### config.mk
export PLATFORM = sky130hd
export DESIGN_NAME = minc_trace_buffer_flat
export DESIGN_NICKNAME = d
export VERILOG_FILES = /design/src/rtl/minc_trace_pkg.sv /design/src/rtl/minc_trace_buffer_if.sv /design/src/rtl/minc_trace_mem.sv /design/src/rtl/minc_trace_buffer.sv /design/src/flat_wrapper.sv
export SDC_FILE = /design/constraint.sdc
export NUM_CORES = 1
export LEC_CHECK = 0
export CORE_ASPECT_RATIO = 2
export CORE_MARGIN = 3
export CORE_UTILIZATION = 40
export DETAILED_ROUTE_END_ITERATION = 8
export PLACE_DENSITY = 0.64
export RECOVER_POWER = 25
export SETUP_SLACK_MARGIN = 0.3
export SLEW_MARGIN = 20
export SYNTH_ARGS = -nofsm -noshare
export SYNTH_HDL_FRONTEND = slang
export SYNTH_SLANG_ARGS = --single-unit
export TNS_END_PERCENT = 20
### constraint.sdc
create_clock -name CLK -period 5.9 [get_ports CLK]
set_input_delay 0.59 -clock CLK [delete_from_list [all_inputs] [get_ports CLK]]
set_output_delay 0.59 -clock CLK [all_outputs]
set_load 0.05 [all_outputs]
### src/rtl/minc_trace_pkg.sv
// Shared encodings for the minc PC/ACC trace buffer.
package minc_trace_pkg;

  typedef enum logic [1:0] {
    StIdle    = 2'd0,
    StArmed   = 2'd1,
    StCapture = 2'd2,
    StDone    = 2'd3
  } trace_state_e;

  localparam logic TrigImmediate = 1'b0;
  localparam logic TrigPc        = 1'b1;

endpackage

### src/rtl/minc_trace_buffer_if.sv
// Readout valid/ready port of the trace buffer; the buffer is the master.
interface minc_trace_buffer_if #(
  parameter int unsigned PC_W  = 16,
  parameter int unsigned ACC_W = 8
);
  logic             rd_valid;
  logic             rd_ready;
  logic [PC_W-1:0]  rd_pc;
  logic [ACC_W-1:0] rd_acc;
  logic             rd_last;

  modport master (output rd_valid, output rd_pc, output rd_acc, output rd_last, input rd_ready);
  modport slave  (input rd_valid, input rd_pc, input rd_acc, input rd_last, output rd_ready);
endinterface

### src/rtl/minc_trace_mem.sv
// Trace storage: synchronous write, asynchronous read, contents not reset.
module minc_trace_mem #(
  parameter int unsigned DEPTH = 64,
  parameter int unsigned W     = 24,
  parameter int unsigned AW    = $clog2(DEPTH)
) (
  input  logic          CLK,
  input  logic          we,
  input  logic [AW-1:0] waddr,
  input  logic [W-1:0]  wdata,
  input  logic [AW-1:0] raddr,
  output logic [W-1:0]  rdata
);

  logic [W-1:0] mem_q [DEPTH];

  always_ff @(posedge CLK) begin
    if (we) mem_q[waddr] <= wdata;
  end

  assign rdata = mem_q[raddr];

endmodule

### src/rtl/minc_trace_buffer.sv
// PC/ACC ring-buffer trace capture with arm/trigger/post-trigger sequencing
// and oldest-first readout over a valid/ready port.
module minc_trace_buffer
  import minc_trace_pkg::*;
#(
  parameter int unsigned PC_W  = 16,
  parameter int unsigned ACC_W = 8,
  parameter int unsigned DEPTH = 64,
  parameter int unsigned CNT_W = $clog2(DEPTH + 1)
) (
  input  logic               CLK,
  input  logic               RESET,
  input  logic [PC_W-1:0]    pc_in,
  input  logic [ACC_W-1:0]   acc_in,
  input  logic               sample_en,
  input  logic               arm,
  input  logic               abort,
  input  logic               trig_mode,
  input  logic [PC_W-1:0]    trig_pc,
  input  logic [CNT_W-1:0]   post_count,
  output logic [1:0]         state,
  output logic [CNT_W-1:0]   count,
  output logic               overflow,
  minc_trace_buffer_if.master rd
);

  localparam int unsigned AW = $clog2(DEPTH);
  localparam int unsigned W  = PC_W + ACC_W;
  localparam logic [CNT_W-1:0] FullCnt = CNT_W'(DEPTH);
  localparam logic [CNT_W-1:0] MaxPost = CNT_W'(DEPTH - 1);

  trace_state_e     state_q, state_d;
  logic [AW-1:0]    wr_ptr_q, wr_ptr_d, rd_ptr_q, rd_ptr_d;
  logic [CNT_W-1:0] count_q, count_d, remaining_q, remaining_d;
  logic [CNT_W-1:0] rd_left_q, rd_left_d, post_q, post_d;
  logic             overflow_q, overflow_d, trig_mode_q, trig_mode_d;
  logic [PC_W-1:0]  trig_pc_q, trig_pc_d;
  logic             wr_en, trig_hit, rd_valid, rd_xfer;
  logic [W-1:0]     rd_data;

  assign rd_valid = (state_q == StDone) && (rd_left_q != '0);
  assign rd_xfer  = rd_valid && rd.rd_ready;
  assign trig_hit = (trig_mode_q == TrigImmediate) || (pc_in == trig_pc_q);

  always_comb begin
    state_d     = state_q;
    wr_ptr_d    = wr_ptr_q;
    rd_ptr_d    = rd_ptr_q;
    count_d     = count_q;
    remaining_d = remaining_q;
    rd_left_d   = rd_left_q;
    post_d      = post_q;
    overflow_d  = overflow_q;
    trig_mode_d = trig_mode_q;
    trig_pc_d   = trig_pc_q;
    wr_en       = 1'b0;

    if (abort) begin
      state_d = StIdle;
    end else begin
      unique case (state_q)
        StIdle: begin
          if (arm) begin
            trig_mode_d = trig_mode;
            trig_pc_d   = trig_pc;
            post_d      = (post_count > MaxPost) ? MaxPost : post_count;
            wr_ptr_d    = '0;
            count_d     = '0;
            overflow_d  = 1'b0;
            state_d     = StArmed;
          end
        end
        StArmed: begin
          if (sample_en) begin
            wr_en = 1'b1;
            if (trig_hit) begin
              remaining_d = post_q;
              state_d     = (post_q == '0) ? StDone : StCapture;
            end
          end
        end
        StCapture: begin
          if (sample_en) begin
            wr_en       = 1'b1;
            remaining_d = remaining_q - CNT_W'(1);
            if (remaining_q == CNT_W'(1)) state_d = StDone;
          end
        end
        StDone: begin
          if (rd_xfer) begin
            rd_ptr_d  = rd_ptr_q + AW'(1);
            rd_left_d = rd_left_q - CNT_W'(1);
            if (rd_left_q == CNT_W'(1)) state_d = StIdle;
          end else if (rd_left_q == '0) begin
            state_d = StIdle;
          end
        end
        default: state_d = StIdle;
      endcase
    end

    if (wr_en) begin
      wr_ptr_d = wr_ptr_q + AW'(1);
      if (count_q == FullCnt) overflow_d = 1'b1;
      else                    count_d    = count_q + CNT_W'(1);
    end

    // Readout setup uses the post-write pointer/count so the final sample is included.
    if ((state_q != StDone) && (state_d == StDone)) begin
      rd_ptr_d  = overflow_d ? wr_ptr_d : '0;
      rd_left_d = count_d;
    end
  end

  always_ff @(posedge CLK) begin
    if (RESET) begin
      state_q     <= StIdle;
      wr_ptr_q    <= '0;
      rd_ptr_q    <= '0;
      count_q     <= '0;
      remaining_q <= '0;
      rd_left_q   <= '0;
      post_q      <= '0;
      overflow_q  <= 1'b0;
      trig_mode_q <= TrigImmediate;
      trig_pc_q   <= '0;
    end else begin
      state_q     <= state_d;
      wr_ptr_q    <= wr_ptr_d;
      rd_ptr_q    <= rd_ptr_d;
      count_q     <= count_d;
      remaining_q <= remaining_d;
      rd_left_q   <= rd_left_d;
      post_q      <= post_d;
      overflow_q  <= overflow_d;
      trig_mode_q <= trig_mode_d;
      trig_pc_q   <= trig_pc_d;
    end
  end

  minc_trace_mem #(
    .DEPTH (DEPTH),
    .W     (W)
  ) u_mem (
    .CLK   (CLK),
    .we    (wr_en),
    .waddr (wr_ptr_q),
    .wdata ({pc_in, acc_in}),
    .raddr (rd_ptr_q),
    .rdata (rd_data)
  );

  assign rd.rd_valid = rd_valid;
  assign rd.rd_pc    = rd_data[W-1:ACC_W];
  assign rd.rd_acc   = rd_data[ACC_W-1:0];
  assign rd.rd_last  = rd_valid && (rd_left_q == CNT_W'(1));
  assign state       = state_q;
  assign count       = count_q;
  assign overflow    = overflow_q;

endmodule

### src/flat_wrapper.sv
// flat-port wrapper written by rule: the top's interface ports become plain ports
module minc_trace_buffer_flat import minc_trace_pkg::*;
#(
  parameter int unsigned PC_W  = 16,
  parameter int unsigned ACC_W = 8,
  parameter int unsigned DEPTH = 64,
  parameter int unsigned CNT_W = $clog2(DEPTH + 1)
)
  (CLK, RESET, pc_in, acc_in, sample_en, arm, abort, trig_mode, trig_pc, post_count, state, count, overflow, rd_rd_valid, rd_rd_pc, rd_rd_acc, rd_rd_last, rd_rd_ready);
  minc_trace_buffer_if #(.PC_W(PC_W), .ACC_W(ACC_W)) rd_i ();
  input  logic CLK;
  input  logic RESET;
  input  logic [PC_W-1:0] pc_in;
  input  logic [ACC_W-1:0] acc_in;
  input  logic sample_en;
  input  logic arm;
  input  logic abort;
  input  logic trig_mode;
  input  logic [PC_W-1:0] trig_pc;
  input  logic [CNT_W-1:0] post_count;
  output logic [1:0] state;
  output logic [CNT_W-1:0] count;
  output logic overflow;
  output wire logic [$bits(rd_i.rd_valid)-1:0] rd_rd_valid;
  output wire logic [$bits(rd_i.rd_pc)-1:0] rd_rd_pc;
  output wire logic [$bits(rd_i.rd_acc)-1:0] rd_rd_acc;
  output wire logic [$bits(rd_i.rd_last)-1:0] rd_rd_last;
  input wire logic [$bits(rd_i.rd_ready)-1:0] rd_rd_ready;
  assign rd_rd_valid = rd_i.rd_valid;
  assign rd_rd_pc = rd_i.rd_pc;
  assign rd_rd_acc = rd_i.rd_acc;
  assign rd_rd_last = rd_i.rd_last;
  assign rd_i.rd_ready = rd_rd_ready;
  minc_trace_buffer #(.PC_W(PC_W), .ACC_W(ACC_W), .DEPTH(DEPTH), .CNT_W(CNT_W)) u_core (.CLK(CLK), .RESET(RESET), .pc_in(pc_in), .acc_in(acc_in), .sample_en(sample_en), .arm(arm), .abort(abort), .trig_mode(trig_mode), .trig_pc(trig_pc), .post_count(post_count), .state(state), .count(count), .overflow(overflow), .rd(rd_i));
endmodule
==> impl_results.md <==
* Initial Util at 40.4%
* FF+latch area at 47500 um2
* Final Cycle Share at slightly above 90%
* Most frequent cells in the layout: edfxtp_1, mux4_2, clkbuf_16
* Cts repair resizes at 0
* Startpoint Class: flop
* #FFs+latches synth at roughly 1.6k
* GP Congestion at 0.812
* Detail Placement HPWL at 98700 um
* Synth Warn # at 0
* Failing checks: capacitance limit, slew limit
* First-pass GRT wire length at 230000 um
* Post-Route WL at 162000 um
* CTS Buf Count at 144
* Clock latency on the worst-skew pair at 0.79 ns
* Maxcap violations at 15
* Total global routing overflow at 0
* Post-DP Area at approximately 66000 um2
* Maximum clock rate at 0.187 GHz
* Vias in the first global route at 30.8k
* CTS tree: yes
* Post-Synthesis Cells at 2742
* Sequential fraction of the synthesis area at 76.5%
* Clk sink count at 1602
* Layout fillers at 12.7k
* Post-CTS Setup Bufs at 0
* Syn nets at 2808
* Max incr delay on CP at 0.79 ns
* Worst-path cell chain: buf_4 > mux4_2 > mux4_2 > a22oi_1 > nand2_1 > clkdlybuf4s50_1
* HP Class: in -> reg
* Gr usage total at 20.3%
* Avg Inst Size Synth at 22.6 um2
* Share of cells above drive strength 1 at approximately 30%
* Fin crit period at 5.34 ns
* DRC at 0
* CTS root buf: clkbuf_16
* Area of the core at between 150000 and 200000 um2
* Pleak at approximately 0.021 uW
* DRT Pass-1 Iters at 7
* Clock skew at 0.0564 ns
* Final setup viols at 0
* Maximum number of pins on one net before global-route repair at 66
* Worst EP arrival at between 4 and 5 ns
* R2R Setup Slk at 2.39 ns
* Number of enable flip-flop cells after synthesis at 1536
* Clk buf depth at 4
* Slew of the pin with the lowest slew margin at around 3.4 ns
* Die H at 563 um
* Final hold violations at 0
* Setup TNS at 0 ns
* Die width at approximately 280 um
* DR vias/cell at 5.75
* Wire per inst at 31.8 um
* CTS clock-pin slew for the worst setup and hold paths at 0.07 ns
* DR iter-0 viols at 2683
* CP Capture Type: output pin
* Mapped cell area at between 60000 and 70000 um2
* Overall power at 22600 uW
* Primary FF master, synth: edfxtp_1
* H-Tree Depth at 4
* Max Slew Vio Count at 942
* Area delta synth->final at 13.9%
* Most used cell, CP: mux4_2
* Antenna violations before repair at 8
* Critical-path top delay cell: clkdlybuf4s50_1
* VDD IR max at 0.231 mV
* Most common cell after layout, fill and taps aside: edfxtp_1
* Crit-path max FO at 26
* FFs w/ async S/R, synth at 0%
* Final instance area at between 70000 and 80000 um2
* IO Pins at 90
* Final Net Count at just over 3k
* Pwr Density at around 320 nW/um2
* Num rows at 203
* Port buffer count at 89
* RSZ-0062 raised after global routing: false
* Netlist cell types at 68
* Critical Path RT at 5.31 ns
* Via count at 29.4k
* Hold-fix buffers, CTS at 0
* Slew margin rel. at -125%
* Area of the multi-input gates at 14200 um2
* Post-route ant nets at 0
* Die area at 160000 um2
* Outcome: finished, violations left
* Worst setup path class: reg -> out
## worst paths after layout
| check | from | end | cells after the start |
|---|---|---|---|
| min | trig_pc[7] | u_core.trig_pc_q[7] | 3 |
| min reg2reg | u_core.trig_pc_q[2] | u_core.trig_pc_q[2] | 2 |
| max reg2reg | u_core.state[0] | u_core.u_mem.mem_q[37][10] | 8 |
| max | flop | rd_rd_pc[5] | 6 |
## per-layer routing
layer	part of all wire (%)	routed length, um	vias to the layer above	GRT usage (%)
met1	34	55700	16000	22.8
met5	0.020	33	-	0
met2	55	88900	1082	37.8
met3	5.1	8190	285	2.33
li1	-	-	12000	-
met4	5.7	9290	4	10.4
## state kept, by name, summed over array words and instances (netlist names), named ones only
name and count:
u_core.trig_pc_q 16, u_core.count 7, u_core.remaining_q 7, u_core.u_mem.mem_q 1536, u_core.state 2, u_core.overflow 1, u_core.post_q 7, u_core.wr_ptr_q 6
u_core.trig_mode_q 1, u_core.rd_ptr_q 6, u_core.rd_left_q 7
## final cells by class
type	instances	share of cell area [%]
clock inverters	73	0.887
well taps	2050	3.63
multi-input cells	975	20.1
clock buffers	172	5.44
diodes	1	0.00354
flip-flops and latches	1602	67.1
inverters	13	0.0690
repair buffers	219	2.73
## worst max-delay path, delay by kind of cell (launching register included)
kind                   cells  cell delay, ns
AO/OA/AOI/OAI              1            0.49
buffers and inverters      2            1.34
flip-flops                 1            0.66
multiplexers               2            1.13
AND/OR/NAND/NOR            1            0.32
## report_power, final
part           internal, uW  switching (uW)
clock network          5060            4080
logic                   364             570
registers             12500            20.5
## cell families (layout without fill, tap and decap cells)
| kind of cell | after synthesis | after routing | share of synthesized area, % |
|---|---|---|---|
| AOI/OAI and AO/OA | 144 | 144 | 1.63 |
| muxes | 498 | 498 | 17.7 |
| xor gates and xnor gates | 25 | 25 | 0.353 |
| buffers and inverters | 165 | 477 | 1.35 |
| adders and majority gates | 12 | 12 | 0.242 |
| and+or+nand+nor | 296 | 296 | 2.25 |
| DFF | 1602 | 1602 | 76.5 |
| other | 0 | 1 | 0 |
## through the flow
| stage | hold WS, ns | setup slack (ns) | utilization (%) | std cells |
|---|---|---|---|---|
| after global placement | 0.457 | 1.21 | 43.2 | 4856 |
| after global routing | 0.337 | 0.404 | 46.1 | 5105 |
| after CTS | 0.165 | 0.365 | 46.1 | 5104 |
| after detailed placement | 0.460 | 1.19 | 43.2 | 4859 |
| after floorplan | 0.449 | 2.39 | - | 2742 |
| final | 0.343 | 0.560 | 46.1 | 5105 |
## synth_stat cells, types with 12 or more instances
master    instances  share of area, %
xnor2_1          22              0.31
dfxtp_1          66               2.1
nand2_1          90              0.54
inv_1            13             0.079
nand3_1          13              0.10
a22oi_1          48              0.58
mux4_2          480                17
nor3_1           17              0.14
buf_2            21              0.17
buf_6            23              0.42
o21ai_0          13              0.10
ha_1             12              0.24
edfxtp_1       1536                74
a21oi_1          38              0.31
clkbuf_1         97              0.59
nand3b_1         12              0.15
nor2_1          104              0.63
mux2i_1          12              0.19
No activity file was read; power rests on OpenSTA's default activity.
